===== config.mk =====
export PLATFORM = sky130hd
export DESIGN_NAME = mem_access_unit_flat
export DESIGN_NICKNAME = d
export VERILOG_FILES = /design/src/rtl/mem_access_unit_pkg.sv /design/src/rtl/mem_access_unit_if.sv /design/src/rtl/mem_access_unit_load_align.sv /design/src/rtl/mem_access_unit.sv /design/src/flat_wrapper.sv
export SDC_FILE = /design/constraint.sdc
export NUM_CORES = 1
export LEC_CHECK = 0
export CORE_ASPECT_RATIO = 0.7
export CORE_MARGIN = 2
export CORE_UTILIZATION = 45
export CTS_BUF_LIST = sky130_fd_sc_hd__clkbuf_8
export CTS_CLUSTER_DIAMETER = 50
export DETAILED_ROUTE_END_ITERATION = 8
export HOLD_SLACK_MARGIN = 0.05
export PLACE_DENSITY = 0.73
export SLEW_MARGIN = 20
export SYNTH_ARGS = -nofsm -noshare
export SYNTH_HDL_FRONTEND = slang
export SYNTH_HIERARCHICAL = 1
export SYNTH_SLANG_ARGS = --single-unit

===== constraint.sdc =====
create_clock -name clk -period 3.8 [get_ports clk]
set_input_delay 0.38 -clock clk [delete_from_list [all_inputs] [get_ports clk]]
set_output_delay 0.38 -clock clk [all_outputs]
set_load 0.01 [all_outputs]

===== src/rtl/mem_access_unit_pkg.sv =====
// Shared definitions for the MIPS data-memory initiator: size encodings,
// FSM state enum and the big-endian byte-enable mapping.
package mips_mem_pkg;

  localparam logic [1:0] SZ_BYTE = 2'd0;
  localparam logic [1:0] SZ_HALF = 2'd1;
  localparam logic [1:0] SZ_WORD = 2'd2;

  typedef enum logic [2:0] {
    IDLE      = 3'd0,
    CHECK     = 3'd1,
    ACCESS    = 3'd2,
    ACCESS_HI = 3'd3,
    DONE      = 3'd4
  } state_t;

  // Reserved size code 3 behaves as a word access.
  function automatic logic [1:0] norm_size(input logic [1:0] size);
    return (size == 2'd3) ? SZ_WORD : size;
  endfunction

  // Lanes covered by an access that starts at offset 0 (bit3 = offset 0).
  function automatic logic [3:0] size_mask(input logic [1:0] size);
    case (size)
      SZ_BYTE: return 4'b1000;
      SZ_HALF: return 4'b1100;
      default: return 4'b1111;
    endcase
  endfunction

  // Byte enable for {size, addr[1:0]}; lanes past offset 3 fall off the word.
  function automatic logic [3:0] be_of(input logic [1:0] size, input logic [1:0] off);
    return size_mask(size) >> off;
  endfunction

endpackage


===== src/rtl/mem_access_unit_if.sv =====
// Data-memory bus between the initiator (master) and DataMemory (slave).
// Handshake: while mem_rd or mem_wr is high the master holds mem_addr,
// mem_be and mem_wdata stable; the cycle in which mem_ready is sampled high
// completes that strobe (and mem_rdata is valid for reads in that cycle).
interface mem_access_unit_if #(
  parameter int ADDR_W = 32
) ();
  logic [ADDR_W-1:0] mem_addr;
  logic [31:0]       mem_wdata;
  logic [3:0]        mem_be;
  logic              mem_rd;
  logic              mem_wr;
  logic [31:0]       mem_rdata;
  logic              mem_ready;

  modport master (
    output mem_addr, mem_wdata, mem_be, mem_rd, mem_wr,
    input  mem_rdata, mem_ready
  );

  modport slave (
    input  mem_addr, mem_wdata, mem_be, mem_rd, mem_wr,
    output mem_rdata, mem_ready
  );
endinterface


===== src/rtl/mem_access_unit_load_align.sv =====
// Load alignment: picks the addressed bytes out of a two-word big-endian
// window and sign- or zero-extends them to 32 bits.
import mips_mem_pkg::*;

module mem_load_align (
  input  logic [63:0] win,
  input  logic [1:0]  off,
  input  logic [1:0]  size,
  input  logic        sign_ext,
  output logic [31:0] data
);
  logic [63:0] shifted;
  logic [31:0] top;

  // Shift the first addressed byte up to bit 63, then extend by size.
  always_comb begin
    shifted = win << {off, 3'b000};
    top     = shifted[63:32];
    case (size)
      SZ_BYTE: data = {{24{sign_ext & top[31]}}, top[31:24]};
      SZ_HALF: data = {{16{sign_ext & top[31]}}, top[31:16]};
      default: data = top;
    endcase
  end
endmodule


===== src/rtl/mem_access_unit.sv =====
// Initiator side of the big-endian data-memory interface for the MIPS
// execute/memory stage. Optional build macro MISALIGN_SPLIT_EN turns
// word-crossing misaligned accesses into two bus phases instead of addr_err.
import mips_mem_pkg::*;

module mem_access_unit #(
  parameter int ADDR_W  = 32,
  parameter int TIMEOUT = 16
) (
  input  logic              clk,
  input  logic              rst,
  input  logic              req_valid,
  input  logic              MemoryRead,
  input  logic              MemoryWrite,
  input  logic [ADDR_W-1:0] ALUResult,
  input  logic [31:0]       store_data,
  input  logic [1:0]        size,
  input  logic              sign_ext,
  output logic              stall,
  output logic              done,
  output logic [31:0]       load_data,
  output logic              addr_err,
  output logic              bus_err,
  output state_t            state_dbg,
  mem_access_unit_if.master bus
);
  state_t            state_q, state_d;
  logic              is_write_q, sign_q, aerr_q, berr_q;
  logic [1:0]        sz_q, off_q;
  logic [ADDR_W-1:0] waddr_q;
  logic [31:0]       sd_q, rdata_lo_q, rdata_hi_q, aligned;
  logic [7:0]        cnt_q;
  logic              accept, in_acc, timeout_hit, chk_err, need_split;
  logic [7:0]        mask8;
  logic [31:0]       just;
  logic [63:0]       wide;

  assign accept      = req_valid & (MemoryRead | MemoryWrite);
  assign in_acc      = (state_q == ACCESS) || (state_q == ACCESS_HI);
  assign timeout_hit = (cnt_q == 8'(TIMEOUT - 1));

`ifdef MISALIGN_SPLIT_EN
  // Only accesses that run past byte 3 need a second word.
  assign chk_err    = 1'b0;
  assign need_split = ((sz_q == SZ_HALF) && (off_q == 2'd3)) ||
                      ((sz_q == SZ_WORD) && (off_q != 2'd0));
`else
  assign chk_err    = ((sz_q == SZ_HALF) && off_q[0]) ||
                      ((sz_q == SZ_WORD) && (off_q != 2'd0));
  assign need_split = 1'b0;
`endif

  // Lane placement of enables and store data across the two-word window.
  always_comb begin
    mask8 = {size_mask(sz_q), 4'b0000} >> off_q;
    case (sz_q)
      SZ_BYTE: just = {sd_q[7:0], 24'h0};
      SZ_HALF: just = {sd_q[15:0], 16'h0};
      default: just = sd_q;
    endcase
    wide = {just, 32'h0} >> {off_q, 3'b000};
  end

  // Next-state logic; the state register follows below.
  always_comb begin
    state_d = state_q;
    case (state_q)
      IDLE:      if (accept) state_d = CHECK;
      CHECK:     state_d = chk_err ? DONE : ACCESS;
      ACCESS: begin
        if (bus.mem_ready)    state_d = need_split ? ACCESS_HI : DONE;
        else if (timeout_hit) state_d = DONE;
      end
      ACCESS_HI: if (bus.mem_ready || timeout_hit) state_d = DONE;
      DONE:      state_d = IDLE;
      default:   state_d = IDLE;
    endcase
  end

  // State register.
  always_ff @(posedge clk) begin
    if (rst) state_q <= IDLE;
    else     state_q <= state_d;
  end

  // Request latch, error flags, read capture and per-phase timeout counter.
  always_ff @(posedge clk) begin
    if (rst) begin
      is_write_q <= 1'b0;
      sign_q     <= 1'b0;
      sz_q       <= SZ_BYTE;
      off_q      <= 2'd0;
      waddr_q    <= '0;
      sd_q       <= '0;
      aerr_q     <= 1'b0;
      berr_q     <= 1'b0;
      rdata_lo_q <= '0;
      rdata_hi_q <= '0;
      cnt_q      <= '0;
    end else begin
      if (state_q == IDLE && accept) begin
        is_write_q <= MemoryWrite;
        sign_q     <= sign_ext;
        sz_q       <= norm_size(size);
        off_q      <= ALUResult[1:0];
        waddr_q    <= {ALUResult[ADDR_W-1:2], 2'b00};
        sd_q       <= store_data;
        aerr_q     <= 1'b0;
        berr_q     <= 1'b0;
        rdata_lo_q <= '0;
        rdata_hi_q <= '0;
      end
      if (state_q == CHECK) aerr_q <= chk_err;
      if (state_q == ACCESS && bus.mem_ready) rdata_lo_q <= bus.mem_rdata;
      if (state_q == ACCESS_HI && bus.mem_ready) rdata_hi_q <= bus.mem_rdata;
      if (in_acc && !bus.mem_ready && timeout_hit) berr_q <= 1'b1;
      cnt_q <= (in_acc && state_d == state_q) ? cnt_q + 8'd1 : 8'd0;
    end
  end

  mem_load_align u_align (
    .win      ({rdata_lo_q, rdata_hi_q}),
    .off      (off_q),
    .size     (sz_q),
    .sign_ext (sign_q),
    .data     (aligned)
  );

  assign bus.mem_rd    = in_acc & ~is_write_q;
  assign bus.mem_wr    = in_acc & is_write_q;
  assign bus.mem_addr  = (state_q == ACCESS)    ? waddr_q :
                         (state_q == ACCESS_HI) ? waddr_q + ADDR_W'(4) : '0;
  assign bus.mem_be    = (state_q == ACCESS)    ? mask8[7:4] :
                         (state_q == ACCESS_HI) ? mask8[3:0] : 4'b0000;
  assign bus.mem_wdata = !is_write_q             ? 32'h0 :
                         (state_q == ACCESS)    ? wide[63:32] :
                         (state_q == ACCESS_HI) ? wide[31:0] : 32'h0;

  assign done      = (state_q == DONE);
  assign addr_err  = done & aerr_q;
  assign bus_err   = done & berr_q;
  assign load_data = (done && !is_write_q && !aerr_q && !berr_q) ? aligned : 32'h0;
  assign stall     = req_valid & ~done;
  assign state_dbg = state_q;
endmodule


===== src/flat_wrapper.sv =====
// flat-port wrapper written by rule: the top's interface ports become plain ports
module mem_access_unit_flat 
#(
  parameter int ADDR_W  = 32,
  parameter int TIMEOUT = 16
)
  (clk, rst, req_valid, MemoryRead, MemoryWrite, ALUResult, store_data, size, sign_ext, stall, done, load_data, addr_err, bus_err, state_dbg, bus_mem_addr, bus_mem_wdata, bus_mem_be, bus_mem_rd, bus_mem_wr, bus_mem_rdata, bus_mem_ready);
  mem_access_unit_if #(.ADDR_W(ADDR_W)) bus_i ();
  input  logic clk;
  input  logic rst;
  input  logic req_valid;
  input  logic MemoryRead;
  input  logic MemoryWrite;
  input  logic [ADDR_W-1:0] ALUResult;
  input  logic [31:0] store_data;
  input  logic [1:0] size;
  input  logic sign_ext;
  output logic stall;
  output logic done;
  output logic [31:0] load_data;
  output logic addr_err;
  output logic bus_err;
  output state_t state_dbg;
  output wire logic [$bits(bus_i.mem_addr)-1:0] bus_mem_addr;
  output wire logic [$bits(bus_i.mem_wdata)-1:0] bus_mem_wdata;
  output wire logic [$bits(bus_i.mem_be)-1:0] bus_mem_be;
  output wire logic [$bits(bus_i.mem_rd)-1:0] bus_mem_rd;
  output wire logic [$bits(bus_i.mem_wr)-1:0] bus_mem_wr;
  input wire logic [$bits(bus_i.mem_rdata)-1:0] bus_mem_rdata;
  input wire logic [$bits(bus_i.mem_ready)-1:0] bus_mem_ready;
  assign bus_mem_addr = bus_i.mem_addr;
  assign bus_mem_wdata = bus_i.mem_wdata;
  assign bus_mem_be = bus_i.mem_be;
  assign bus_mem_rd = bus_i.mem_rd;
  assign bus_mem_wr = bus_i.mem_wr;
  assign bus_i.mem_rdata = bus_mem_rdata;
  assign bus_i.mem_ready = bus_mem_ready;
  mem_access_unit #(.ADDR_W(ADDR_W), .TIMEOUT(TIMEOUT)) u_core (.clk(clk), .rst(rst), .req_valid(req_valid), .MemoryRead(MemoryRead), .MemoryWrite(MemoryWrite), .ALUResult(ALUResult), .store_data(store_data), .size(size), .sign_ext(sign_ext), .stall(stall), .done(done), .load_data(load_data), .addr_err(addr_err), .bus_err(bus_err), .state_dbg(state_dbg), .bus(bus_i));
endmodule

; ---- Word level (Yosys, flattened, before mapping)
; Cells that the tools add are included.
[totals]
regBits = 145
input_bits = 105
output_inout_bits = 109
wordCells = 87
[classes]
n_addsub = 2
eq_ne = 9
n_shift = 3
mux = 24
bitwise_logic = 11
reduce_logical = 26
[op_table]
columns = cell, count
row1 = $mux 32, 9
row2 = $pmux 32 s2, 2
row3 = $shl 64x5->64, 1
row4 = $shr 64x5->64, 1
row5 = $add 32x3->32 const B, 1
row6 = $mux 3, 5
row7 = $pmux 3 s4, 1
row8 = $logic_and 1x1->1, 11
row9 = $reduce_bool 2->1, 5
row10 = $add 8x1->8 const B, 1
row11 = $eq 8x4->1 const B, 1
row12 = $mux 4, 2
row13 = $shr 8x2->8, 1
row14 = $and 1x1->1, 7
row15 = $eq 3x2->1 const B, 2
row16 = $pmux 3 s2, 1
row17 = $eq 2x2->1 const B, 2
row18 = $logic_not 1->1, 4
row19 = $eq 3x1->1 const B, 1
row20 = $eq 3x3->1, 1
row21 = $eq 3x3->1 const B, 1
row22 = $logic_not 3->1, 1
row23 = $logic_or 1x1->1, 3
row24 = $mux 1, 3
row25 = 6 further kinds, 8

; ---- Logic depth before layout (Yosys ltp)
[logic_depth]
word_depth = 9
mapped_depth = 8
ltp_nobuf = 5

; ---- By module
; Netlist, hierarchy kept.
[by_module_without_submodules]
columns = module, instances, cells_each, area_each_um2, seq_area_each_um2
row1 = mem_access_unit, 1, 1009, 7556.0, 2902.8
row2 = mem_load_align, 1, 172, 1567.8, 0.0

; ---- Worst setup path after synthesis
; No wires, ideal clock.
[synth_path]
path_kind = register to output
from = reg u_core.waddr_q[2]
to = out bus_mem_addr[26]
t_arrival_ns = 1.885
required_time_ns = 3.420
path_slack_ns = 1.535
path_stages_with_launch = 7
path_buffers = 1
path_cell_list = dfxtp_1 ha_1 nand3_1 or3_1 buf_2 or4_1 a21oi_1
[synth_between]
elab_chain_len = 3
[synth_rtl]
columns = element, line
row1 = "start, declared", mem_access_unit.sv:30  ; logic [ADDR_W-1:0] waddr_q;
row2 = "start signal, assigned", mem_access_unit.sv:106  ; waddr_q <= {ALUResult[ADDR_W-1:2], 2'b00};
row3 = $add 32x3->32, mem_access_unit.sv:132  ; (state_q == ACCESS_HI) ? waddr_q + ADDR_W'(4) : '0;
row4 = $mux 32, mem_access_unit.sv:132
row5 = $mux 32, mem_access_unit.sv:131  ; assign bus.mem_addr = (state_q == ACCESS) ? waddr_q :
row6 = "end, declared", flat_wrapper.sv:24  ; output wire logic [$bits(bus_i.mem_addr)-1:0] bus_mem_addr;
; No other way between the ends.

; ---- Final worst setup path
[layout_path]
from = reg u_core.off_q[0]
to = out bus_mem_wdata[24]
[layout_between]
elab_chain_len = 4
[layout_rtl]
columns = element, line
row1 = "start, declared", mem_access_unit.sv:29  ; logic [1:0] sz_q, off_q;
row2 = "start signal, assigned", mem_access_unit.sv:105  ; off_q <= ALUResult[1:0];
row3 = $shr 64x5->64 (*), mem_access_unit.sv:61  ; wide = {just, 32'h0} >> {off_q, 3'b000};
row4 = $mux 32, mem_access_unit.sv:137  ; (state_q == ACCESS_HI) ? wide[31:0] : 32'h0;
row5 = $mux 32 (*), mem_access_unit.sv:136  ; (state_q == ACCESS) ? wide[63:32] :
row6 = $mux 32 (*), mem_access_unit.sv:135  ; assign bus.mem_wdata = !is_write_q ? 32'h0 :
row7 = "end, declared", flat_wrapper.sv:25  ; output wire logic [$bits(bus_i.mem_wdata)-1:0] bus_mem_wdata;
; Every way passes the cells marked *; elsewhere a longest branch is shown, timed or not.

==> flow_summary_export.csv <==
group,metric,value,unit
finish,antenna_cells,0,
sta,rsz0062_at_grt,"false",
clocking,htree_levels,4,
setup_path,crit_path_end_kind,"output port",
logic_synthesis,syn-mean-instance-area,7.71,um^2
placement,place_congestion,0.913,
sta,finalSetupViolCount,0,
floorplan,die_area,20800,um^2
placement,postPlaceCellArea,11000,um^2
job,maxCapViolCount,0,
finish,syn_to_final_growth,28.6,%
setup_path,critPathLaunchType,"register",
clocking,postCtsSetupRepairBufs,0,
global_routing,antenna_found_initial,1,
sta,min_period,3.55,ns
finish,drive_above_1_share,9.29,%
sta,slew_violations,0,
floorplan,dieHeight,121,um
global_routing,grt-ovfl-total,0,
clocking,ctsRootBufferMaster,"clkbuf_8",
sta,relSlewSlack,27.3,%
routing,drtIter0Drc,1285,
setup_path,crit_fanout,48,
clocking,cts_sinks,137,
worst_hold_path,hold_class,"input port to register",
clocking,path_clk_slew,0.10,ns
placement,dp.final_hpwl,20.8,mm
finish,fillers,1775,
logic_synthesis,syn_area,8850,um^2
power_and_ir_drop,peakVddDrop,198,uV
setup_path,crit_type,"register to output port",
floorplan,core,19100,um^2
sta,worst_pin_slew,1.09,ns
routing,met1_length,14.3,mm
clocking,cts-resized-gates,0,
floorplan,start_util,46.4,%
sta,hold_viol,0,
clocking,hold_buffers,0,
status,status,"finished, final reports clean",
routing,vias,9336,
routing,drtAntennaViolNets,0,
placement,io_buffers,211,
sta,fin_tns_setup,0,ns
global_routing,grt_usage,28.3,%
global_routing,grt_pass1_vias,8342,
routing,wirelength,29.7,mm
routing,wl_per_cell,19.0,um
clocking,cts_buffers,17,
global_routing,grt_start_max_net_pins,86,
finish,fin_area,11400,um^2
clocking,clk_latency,0.47,ns
clocking,cts_tree,"built",
setup_path,crit_required,3.42,ns
logic_synthesis,syn_inst,1149,
routing,viasPerCell,5.96,
global_routing,grt_pass1_wl,46.1,mm
logic_synthesis,yosys_warnings,6,
routing,route.met3.wl,3.07,mm
sta,worst_clock_skew,0.0139,ns
routing,dr.pass1.iters,6,
floorplan,num_rows,42,
finish,layout_commonest_cell,"nand2_1",
floorplan,io_pins,214,
clocking,clk_path_buf_depth,2,
routing,highest_layer,"met4",
sta,fmax,282,MHz
sta,finalCritPeriodShare,93.4,%
routing,wl_met2,11.9,mm
power_and_ir_drop,leakage,3.73,nW
finish,fin_nets,1396,
routing,drcViolationCount,0,
finish,final_cell_mix,"235 x nand2_1, 210 x clkdlybuf4s50_1, 134 x dfxtp_1, 133 x a21oi_1, 83 x nor2_1",
setup_path,crit_arrival,3.17,ns
power_and_ir_drop,power_density,305,nW/um^2
floorplan,die_width,172,um
-- final timing paths --
kind,from,to,slack [ns],cells past startpoint
worst max-delay path,u_core/off_q[0],bus_mem_wdata[24],0.25,5
worst min-delay path,store_data[26],u_core/sd_q[26],0.45,3
worst max register to register,u_core/state_dbg[0],u_core/sz_q[0],1.11,6
worst min register to register,u_core/cnt_q[0],u_core/cnt_q[0],0.46,1
-- registers in the layout, summed over array words and instances, names as in the netlist, 2 cells and up --
signal / count
u_core/waddr_q: 30
u_core/off_q: 2
u_core/cnt_q: 8
u_core/sz_q: 2
u_core/sd_q: 32
u_core/rdata_lo_q: 32
u_core/state_dbg: 3
u_core/rdata_hi_q: 24
-- where the power goes --
part | switching, W | total (W) | leakage [nW] | internal [W]
logic | 0.000339 | 0.000617 | 2.41 | 0.000278
registers | 0.0000984 | 0.00159 | 1.11 | 0.00149
clock network | 0.000704 | 0.00126 | 0.206 | 0.000559
-- final cells by class --
class	instances	area [um^2]	share of cell area, %
multi-input combinational	895	5580	49.0
clock buffer	17	234	2.05
inverter	9	33.8	0.297
clock inverter	15	174	1.53
sequential	137	2750	24.1
timing repair buffer	229	2280	20.0
tap	264	330	2.90
-- worst max-delay path: stages (launching register included) --
cell and delay (ns):
dfxtp_4 0.77, nand2_1 0.18, nor2_1 0.50, nand2_1 0.11, a311oi_1 0.51, clkdlybuf4s50_1 0.64
-- per-stage QoR --
| step | utilization, % | total power (W) | std cells | hold slack [ns] | worst slack (ns) |
|---|---|---|---|---|---|
| finish | 59.7 | 0.00347 | 1566 | 0.446 | 0.251 |
| global placement | 57.5 | 0.00222 | 1534 | 0.431 | 0.845 |
| floorplan | - | 0.00198 | 1150 | 0.418 | 1.53 |
| detailed placement | 57.5 | 0.00223 | 1534 | 0.448 | 0.850 |
| global route | 59.7 | 0.00361 | 1566 | 0.435 | 0.166 |
| CTS | 59.7 | 0.00348 | 1566 | 0.433 | 0.329 |
-- routing by layer --
layer / vias to the layer above / track usage [%]
li1: 4417 / -
met2: 495 / 38.9
met4: 0 / 6.41
met1: 4395 / 43.7
met5: - / 0
met3: 29 / 6.88
No activity file was read; power rests on OpenSTA's default activity.
==> variant: new RTL, config.mk and constraints unchanged <==
`ADDR_W` is set to 32 in 3 places; all go to 48.
--- a/src/rtl/mem_access_unit_if.sv
+++ b/src/rtl/mem_access_unit_if.sv
@@ -4,5 +4,5 @@
 // completes that strobe (and mem_rdata is valid for reads in that cycle).
 interface mem_access_unit_if #(
-  parameter int ADDR_W = 32
+  parameter int ADDR_W = 48
 ) ();
   logic [ADDR_W-1:0] mem_addr;
--- a/src/rtl/mem_access_unit.sv
+++ b/src/rtl/mem_access_unit.sv
@@ -5,5 +5,5 @@
 
 module mem_access_unit #(
-  parameter int ADDR_W  = 32,
+  parameter int ADDR_W  = 48,
   parameter int TIMEOUT = 16
 ) (
--- a/src/flat_wrapper.sv
+++ b/src/flat_wrapper.sv
@@ -2,5 +2,5 @@
 module mem_access_unit_flat 
 #(
-  parameter int ADDR_W  = 32,
+  parameter int ADDR_W  = 48,
   parameter int TIMEOUT = 16
 )
Ports: changed (resized ALUResult and bus_mem_addr); port bits go from 214 to 246. No check against the original RTL was run, so the function may have changed too.
==> variant against the unedited design <==
Synthesized area up 11%; sequential cell count up 16; first-iteration DRC count down 0.47%; cell area up 12%; largest power group unchanged; power up 7.1%; count of clock-buffer cells in the layout unchanged; routed wire length up 12%; setup slack worse by 0.061 ns; clock skew about the same.
==> variant: results (changes against the unedited design) <==
pwr:
  p_sw_frac: 0.320  # -0.00882
  ir_drop_v: 0.000207  # +4.5%
run_status:
  status: "finished clean"
detailed_routing:
  drt-wirelength-per-cell_um: 18.9  # -0.19%
  via_per_inst: 6.05  # +1.5%
  dr_wl_met2_um: 14400  # +20%
  first_iter_violations: 1279  # -0.47%
  wl_met1_um: 14800  # +3.4%
sta:
  slew_headroom: 0.233  # -0.0408
  period_minus_slack_ns: 3.61  # +0.0615 ns
  fin_worst_skew_ns: 0.0135  # -0.000363 ns
cells_and_area:
  drive_above_1_share: 0.0821  # -0.0108
  stdcell_count: 1755  # +12%
  nets: 1583  # +13%
  largestRegisters: "u_core/waddr_q: 46 flops, u_core/rdata_lo_q: 32 flops, u_core/sd_q: 32 flops"
  postLayoutCellArea_um2: 12700  # +12%
placed_design:
  placement.io_buffers: 243  # +15%
  placed_area_um2: 12300  # +12%
  gp_congestion: 0.919  # +0.64%
  dp_slack_ns: 0.638  # -0.212 ns
  dp.cells: 1723  # +12%
worst_hold_path:
  holdPathStages: 1  # -2
  hp-class: "flop to flop"
  min_from: "u_core/cnt_q[0]"
critical_path:
  reg2reg_slack_ns: 1.21  # +0.10 ns
  critPathCapture: "bus_mem_addr[20]"
  crit_fanout: 15  # -69%
  cp_data_arrival_time_ns: 3.23  # +0.06 ns
  critical_path.startpoint: "u_core/waddr_q[5]"
global_routing:
  grt_pass1_wl_um: 52000  # +13%
  grt_pass1_vias: 9533  # +14%
  grt_util_met2: 0.423  # +0.0340
  met1_usage: 0.406  # -0.0312
[variant: timing repair]
| item | in CTS | in global routing |
|---|---|---|
| endpoints found under the setup margin | 0 | 13 |
| resized for setup | 0 | 2 |
| setup buffers | 0 | 0 |
[variant: worst max-delay path, stage by stage (launching register included)]
cell and delay (ns):
dfxtp_1 0.45, nand4_2 0.31, or4_4 0.74, or4_1 0.50, a21oi_1 0.21, clkdlybuf4s50_1 0.57
[variant: area by class of cell]
class	instances	area share
flip-flops and latches	153	0.242
clock buffers	17	0.0184
multi-input cells	1015	0.491
repair buffers	262	0.206
inverters	11	0.00325
clock inverters	15	0.0122
well taps	282	0.0278
[variant: power by group through the flow]
stage	registers (mW)	clock network [mW]	logic, mW
after floorplan	1.77	0	0.431
after global routing	1.80	1.37	0.734
final	1.79	1.26	0.675
after CTS	1.78	1.29	0.668
after global placement	1.82	0	0.657
after detailed placement	1.82	0	0.665
